**config.mk**
```make
export PLATFORM = sky130hd
export DESIGN_NAME = instr_encoder
export DESIGN_NICKNAME = d
export VERILOG_FILES = /design/src/rtl/instr_encoder.sv
export SDC_FILE = /design/constraint.sdc
export NUM_CORES = 1
export LEC_CHECK = 0
export ABC_CLOCK_PERIOD_IN_PS = 6000
export BUFFER_PORTS_ARGS = -buffer_cell sky130_fd_sc_hd__clkbuf_2
export CORE_AREA = 2 2 125 127
export CTS_CLUSTER_DIAMETER = 60
export DETAILED_ROUTE_END_ITERATION = 16
export DIE_AREA = 0 0 127 129
export PLACE_DENSITY_LB_ADDON = 0.08
export REMOVE_ABC_BUFFERS = 1
export SLEW_MARGIN = 20
export SYNTH_ARGS = -nofsm -noshare
export SYNTH_HDL_FRONTEND = slang
export SYNTH_SLANG_ARGS = --single-unit
```
**constraint.sdc**
```tcl
create_clock -name clk -period 6 [get_ports clk]
set_input_delay 0.3 -clock clk [delete_from_list [all_inputs] [get_ports clk]]
set_output_delay 0.3 -clock clk [all_outputs]
set_load 0.01 [all_outputs]
```
**src/rtl/instr_encoder.sv**
```systemverilog
// Purpose : test-program loader. Encodes symbolic instruction beats (op index + fields)
//           into 32-bit MIPS words and writes them to consecutive IM word addresses.
// Latency : 1 cycle. A beat accepted at edge N drives im_we/im_addr/im_wdata for the cycle after N.
// Backpr. : valid/ready. in_ready is high only while a session runs (between start and done).
// Ports   : clk/reset (async, active-high); start/base_addr open a session; in_* beat stream;
//           im_we/im_addr/im_wdata registered IM write port; busy/done/count status;
//           err_op/err_full sticky per-session error flags.
module instr_encoder #(
  parameter int ADDR_W    = 10,
  parameter int MAX_WORDS = 1024
) (
  input  logic              clk,
  input  logic              reset,
  input  logic              start,
  input  logic [ADDR_W-1:0] base_addr,
  input  logic              in_valid,
  output logic              in_ready,
  input  logic [3:0]        in_op,
  input  logic [4:0]        in_rs,
  input  logic [4:0]        in_rt,
  input  logic [4:0]        in_rd,
  input  logic [4:0]        in_shamt,
  input  logic [15:0]       in_imm,
  input  logic [25:0]       in_target,
  input  logic              in_last,
  output logic              im_we,
  output logic [ADDR_W-1:0] im_addr,
  output logic [31:0]       im_wdata,
  output logic              busy,
  output logic              done,
  output logic [ADDR_W:0]   count,
  output logic              err_op,
  output logic              err_full
);

  localparam logic [1:0] S_IDLE = 2'd0;
  localparam logic [1:0] S_RUN  = 2'd1;
  localparam logic [1:0] S_DONE = 2'd2;

  localparam logic [ADDR_W:0] MAX_CNT = MAX_WORDS[ADDR_W:0];

  logic [1:0]        state;
  logic [ADDR_W-1:0] wptr;
  logic [31:0]       enc_word;
  logic [ADDR_W:0]   count_next;
  logic              accept;
  logic              op_ok;
  logic              full_hit;

  assign in_ready   = (state == S_RUN);
  assign busy       = (state != S_IDLE);
  assign done       = (state == S_DONE);
  assign accept     = in_valid & in_ready;
  assign op_ok      = (in_op < 4'd12);
  assign count_next = count + 1'b1;
  assign full_hit   = (count_next == MAX_CNT);

  // Fields an opcode does not use are forced to zero so stray bench/host
  // values never leak into the emitted word.
  always_comb begin
    enc_word = 32'h0;
    case (in_op)
      4'd0:  enc_word = {6'h00, in_rs, in_rt, in_rd, 5'd0, 6'h21};      // ADDU
      4'd1:  enc_word = {6'h00, in_rs, in_rt, in_rd, 5'd0, 6'h23};      // SUBU
      4'd2:  enc_word = {6'h0D, in_rs, in_rt, in_imm};                  // ORI
      4'd3:  enc_word = {6'h23, in_rs, in_rt, in_imm};                  // LW
      4'd4:  enc_word = {6'h2B, in_rs, in_rt, in_imm};                  // SW
      4'd5:  enc_word = {6'h04, in_rs, in_rt, in_imm};                  // BEQ
      4'd6:  enc_word = {6'h0F, 5'd0, in_rt, in_imm};                   // LUI
      4'd7:  enc_word = {6'h03, in_target};                             // JAL
      4'd8:  enc_word = {6'h00, in_rs, 5'd0, 5'd0, 5'd0, 6'h08};        // JR
      4'd9:  enc_word = {6'h02, in_target};                             // J
      4'd10: enc_word = {6'h00, in_rs, 5'd0, in_rd, 5'd0, 6'h09};       // JALR
      4'd11: enc_word = {6'h00, 5'd0, in_rt, in_rd, in_shamt, 6'h03};   // SRA
      default: enc_word = 32'h0;
    endcase
  end

  always_ff @(posedge clk or posedge reset) begin
    if (reset) begin
      state    <= S_IDLE;
      wptr     <= '0;
      im_we    <= 1'b0;
      im_addr  <= '0;
      im_wdata <= 32'h0;
      count    <= '0;
      err_op   <= 1'b0;
      err_full <= 1'b0;
    end else begin
      im_we <= 1'b0;
      case (state)
        S_IDLE: begin
          if (start) begin
            state    <= S_RUN;
            wptr     <= base_addr;
            count    <= '0;
            err_op   <= 1'b0;
            err_full <= 1'b0;
          end
        end
        S_RUN: begin
          if (accept) begin
            if (op_ok) begin
              im_we    <= 1'b1;
              im_addr  <= wptr;
              im_wdata <= enc_word;
              wptr     <= wptr + 1'b1;   // wraps silently at 2**ADDR_W
              count    <= count_next;
              if (in_last) begin
                state <= S_DONE;
              end else if (full_hit) begin
                err_full <= 1'b1;
                state    <= S_DONE;
              end
            end else begin
              // Illegal beat is consumed but produces no write.
              err_op <= 1'b1;
              if (in_last) state <= S_DONE;
            end
          end
        end
        S_DONE:  state <= S_IDLE;
        default: state <= S_IDLE;
      endcase
    end
  end

endmodule

```
Word-level counts from Yosys, hierarchy flattened
Index checks and enable logic that the tools add are counted.
W data, S select, Z words.
Word-level totals
  bits in registers: 68
  input port bits: 81
  output and inout bits: 59
  word-level logic and storage cells: 71
Cells by class
  $add $sub $neg: 2
  magnitude comparators: 1
  equal/unequal tests: 22
  muxes and demuxes: 28
  bitwise logic cells: 1
  reductions and logical operators: 9
Operators with widths (count)
  $pmux W32 S12: 1
  $mux W11: 3
  $mux W10: 3
  $pmux W11 S2: 1
  $pmux W10 S2: 1
  $eq A4 B3 Y1 const B: 4
  $eq A4 B4 Y1 const B: 4
  $mux W2: 6
  $reduce_and A4 Y1: 3
  $add A11 B1 Y11 const B: 1
  $eq A11 B11 Y1 const B: 1
  $add A10 B1 Y10 const B: 1
  $mux W1: 10
  $eq A4 B2 Y1 const B: 2
  $ne A2 B1 Y1 const B: 3
  $ne A2 B2 Y1 const B: 3
  $ne A3 B1 Y1 const B: 2
  $reduce_and A6 Y1: 1
  $eq A4 B1 Y1 const B: 1
  $logic_not A4 Y1: 1
  $lt A4 B4 Y1 const B: 1
  $pmux W1 S2: 2
  $pmux W2 S2: 1
  $reduce_bool A2 Y1: 2
  5 further kinds: 5

Longest topological paths before layout
  word-level depth: 7
  gate-level depth with buffers: 8
  depth with buffers taken out: 6

Least setup slack after synthesis
Ideal clock, no wire load.
  path type: reg2reg
  start point: reg count[0]
  end point: reg state[0]
  setup time: 0.137 ns
  data arrival time: 1.885 ns
  data required time: 5.863 ns
  path slack: 3.979 ns
  stages on the path, launching flop included: 6
  path buffers: 0
  period minus slack after synthesis: 2.021 ns
  cells stage by stage: dfrtp_1 > ha_1 > nand3_2 > or4_4 > a2111oi_4 > a211oi_1
On the way
  longest elaborated chain between the ends: 4
RTL lines
  start: declaration: line 31  | output logic [ADDR_W:0] count,
  start signal: assignment: line 108  | count <= count_next;
  $add A11 B1 Y11: line 55  | assign count_next = count + 1'b1;
  $eq A11 B11 Y1: line 56  | assign full_hit = (count_next == MAX_CNT);
  $ne A3 B1 Y1 (no source line)
  $reduce_and A4 Y1 (no source line)
  end signal: assignment: line 81  | state <= S_IDLE;
  end signal: assignment: line 94  | state <= S_RUN;
  end signal: assignment: line 110  | state <= S_DONE;
  end: declaration: line 42  | logic [1:0] state;
Every way passes these cells.
A chain may end at the register's enable or synchronous reset.

Worst setup path in the final report
  start point: reg state[1]
  end point: reg count[9]
On the way
  longest elaborated chain between the ends: 4
  elaborated cells on any way between the ends: 9
  those cells by class: eq/ne: 4; mux: 1; bitwise: 1; reduce/logical: 3
RTL lines
  $eq A2 B1 Y1: line 50, 91
  $and A1 B1 Y1: line 53  | assign accept = in_valid & in_ready;
  $ne A2 B1 Y1 (no source line)
  $reduce_and A4 Y1 (no source line)
Several ways; a longest one is shown, not always the timed one.

==> metrics.cfg <==
[run_status]
status = completed

[setup_path]
cpLargestDelayFamily = buffers and inverters
crit_arrival_ns = 2.53
required_ns = 6.26
cp_slowest_stage_delay_ns = 0.51
crit_path_frequent_cell = inv_2
start_kind = flip-flop
reg2reg_to = count[9]
ff2ff_path_depth = 6
timing_worst_setup_path_type = reg2reg
worstPathMaxFanout = 34
regToRegStartpoint = state[1]
crit_chain = nand2b_1, inv_2, nand3_2, inv_2, o21ai_0, a31oi_1
crit_buf_inv = 2
crit_path_end_kind = flip-flop
critical_path.slowest_cell = inv_2
rrSetupSlack_ns = 3.73

[global_route]
gr-usage-met2_pct = 23.9
busiest_layer = met2
gr-usage-met1_pct = 18.9
grt_pass1_vias = 3627
grt-ovfl-total = 0
grt_max_degree = 68
antenna_found_initial = 0
use_met3_pct = 5.32
grt_use_total_pct = 14.8
grt_first_pass_wirelength_mm = 19.0

[timing]
period_needed_ns = 2.27
setup_tns_ns = 0
fin_crit_sh_pct = 37.9
hold_viol_final = 0
worst_slew_pin_slew_ns = 0.946
final-max-slew-violation-count = 0
timing.slew.headroom_pct = 37.0
skew_ns = 0.00642
rsz0062_at_grt = false
setup_viol = 0
timing.fmax_mhz = 440

[floorplan]
rows = 45
die_h_um = 129
start_util_pct = 24.7
die_w_um = 127
core-area_mm2 = 0.0150
die_area_mm2 = 0.0164
io_pins = 140

[synth]
ys_seq_area_share_pct = 45.3
yosysWarnings = 0
syn_inst = 430
synth_area_mm2 = 0.00370
ys.flop_type = dfrtp_1
synth_top_area_share_pct = 45.3
synth-edff-count = 0
synthArstFlopShare_pct = 100
synth-seq-cells = 67
ys_types = 52
yosys-top-cells-area = dfrtp_1 45%, nand2_1 7.4%, a221oi_1 6.6%, nor2_1 5.3%, o21ai_0 4.5%
syn_avg_cell_area_um2 = 8.60
yosysTopAreaCell = dfrtp_1

[route]
drt_iter0_markers = 229
viasPerCell = 5.05
wl_per_cell_um = 16.1
drc = 0
postRouteWirelength_mm = 12.0
vias = 3757
drtAntennaViolNets = 0
dr.pass1.iters = 4

[placed_design]
portBuffers = 138
gp_congestion = 0.754
dp.cells = 729
hpwlAfterDp_mm = 8.14

[min_path]
worstHoldEndpoint = wptr[1]
hp-start = base_addr[1]
hp-class = in2reg
holdPathStages = 3

[finish]
final_cell_mix = 138 x clkbuf_2, 73 x nand2_1, 67 x dfrtp_1
num_antenna_cells = 0
final_common_cell = clkbuf_2
final_cells = 744
syn2layout_area_growth_pct = 29.6
final_nets = 635
drive_above_1_share_pct = 29.9

[clock_tree]
clk_path_buf_depth = 2
h-tree-depth = 3
cts_buffers = 9
cts_tree = done
clkSinkCount = 67
postCtsResizedCells = 0
path_clk_slew_ns = 0.06
cts_setup_buffers = 0
holdBufCountCts = 0
clock_latency_ns = 0.34
root_buffer = clkbuf_16

[run]
maxCapViolCount = 0

[pwr]
powerDensity_mw_per_mm2 = 417
peakVddDrop_mv = 0.145
power.leakage_nw = 2.27

## kinds of logic after synthesis
kind of cell	synth area share (%)
AO/OA/AOI/OAI	26.8
XOR/XNOR	0.474
adder cells (fa/ha/maj)	0.677
buffers and inverters	4.26
flip-flops	45.3
multiplexers	0.812
other	0.101
AND/OR/NAND/NOR	21.5
## how the worst max path moves through the flow
stage	cells after the start	startpoint	end
5_1_grt	7	state[1]	count[7]
3_5_place_dp	6	in_op[2]	count[4]
2_1_floorplan	6	state[1]	count[9]
3_3_place_gp	6	in_op[2]	count[4]
6_report	6	state[1]	count[9]
4_1_cts	6	state[1]	count[9]
## state kept, by name, indices dropped and copies added (netlist names)
| register | flops |
|---|---|
| wptr | 10 |
| state | 2 |
| im_wdata | 31 |
| err_full | 1 |
| im_we | 1 |
| im_addr | 10 |
| count | 11 |
| err_op | 1 |
## synth_stat cells, drive strengths merged (3+ instances only)
cell type and n:
clkbuf 23, and3 4, mux2i 3, buf 7
a31oi 10, dfrtp 67, nand2 73, a22o 10
o22ai 7, nand2b 4, nor2b 6, a21oi 25
nor3b 6, nand4 5, a21boi 3, nand3 11
a221oi 28, nor2 52, nor3 4, inv 9
o31ai 8, o21ai 33
## cell type report
cell class | instances | area, µm²
clock buffer | 13 | 250
clock inverter | 2 | 12.5
fill | 1631 | 10200
inverter | 9 | 33.8
multi-input combinational | 324 | 1870
sequential | 67 | 1680
tap | 188 | 235
timing repair buffer | 141 | 713
## tightest hold or removal path, cell delays in order
cell      delay (ns)
clkbuf_2        0.09
nand2_1         0.05
a31oi_1         0.07
## metrics by stage
step	util (%)	area (µm²)	power, mW	worst slack [ns]	hold slack [ns]
global route	32.0	4790	2.17	3.35	0.210
floorplan	-	3570	1.19	2.81	0.402
global placement	30.2	4530	1.52	3.64	0.458
CTS	32.0	4790	2.04	3.62	0.190
finish	32.0	4790	2.00	3.73	0.208
detailed placement	30.2	4530	1.53	3.57	0.459
## per-layer routing
metal	share of wire [%]	wire, µm
met5	0	0
met4	1.2	148
met3	6.6	796
met2	47	5590
met1	45	5460
## power by group
group | leakage [nW] | internal, mW | total [mW] | switching, mW
Clock | 0.126 | 0.289 | 0.492 | 0.204
Sequential | 0.832 | 0.637 | 0.778 | 0.141
Combinational | 1.31 | 0.293 | 0.728 | 0.435
Total | 2.27 | 1.22 | 2.00 | 0.780
No activity file was read; power rests on OpenSTA's default activity.
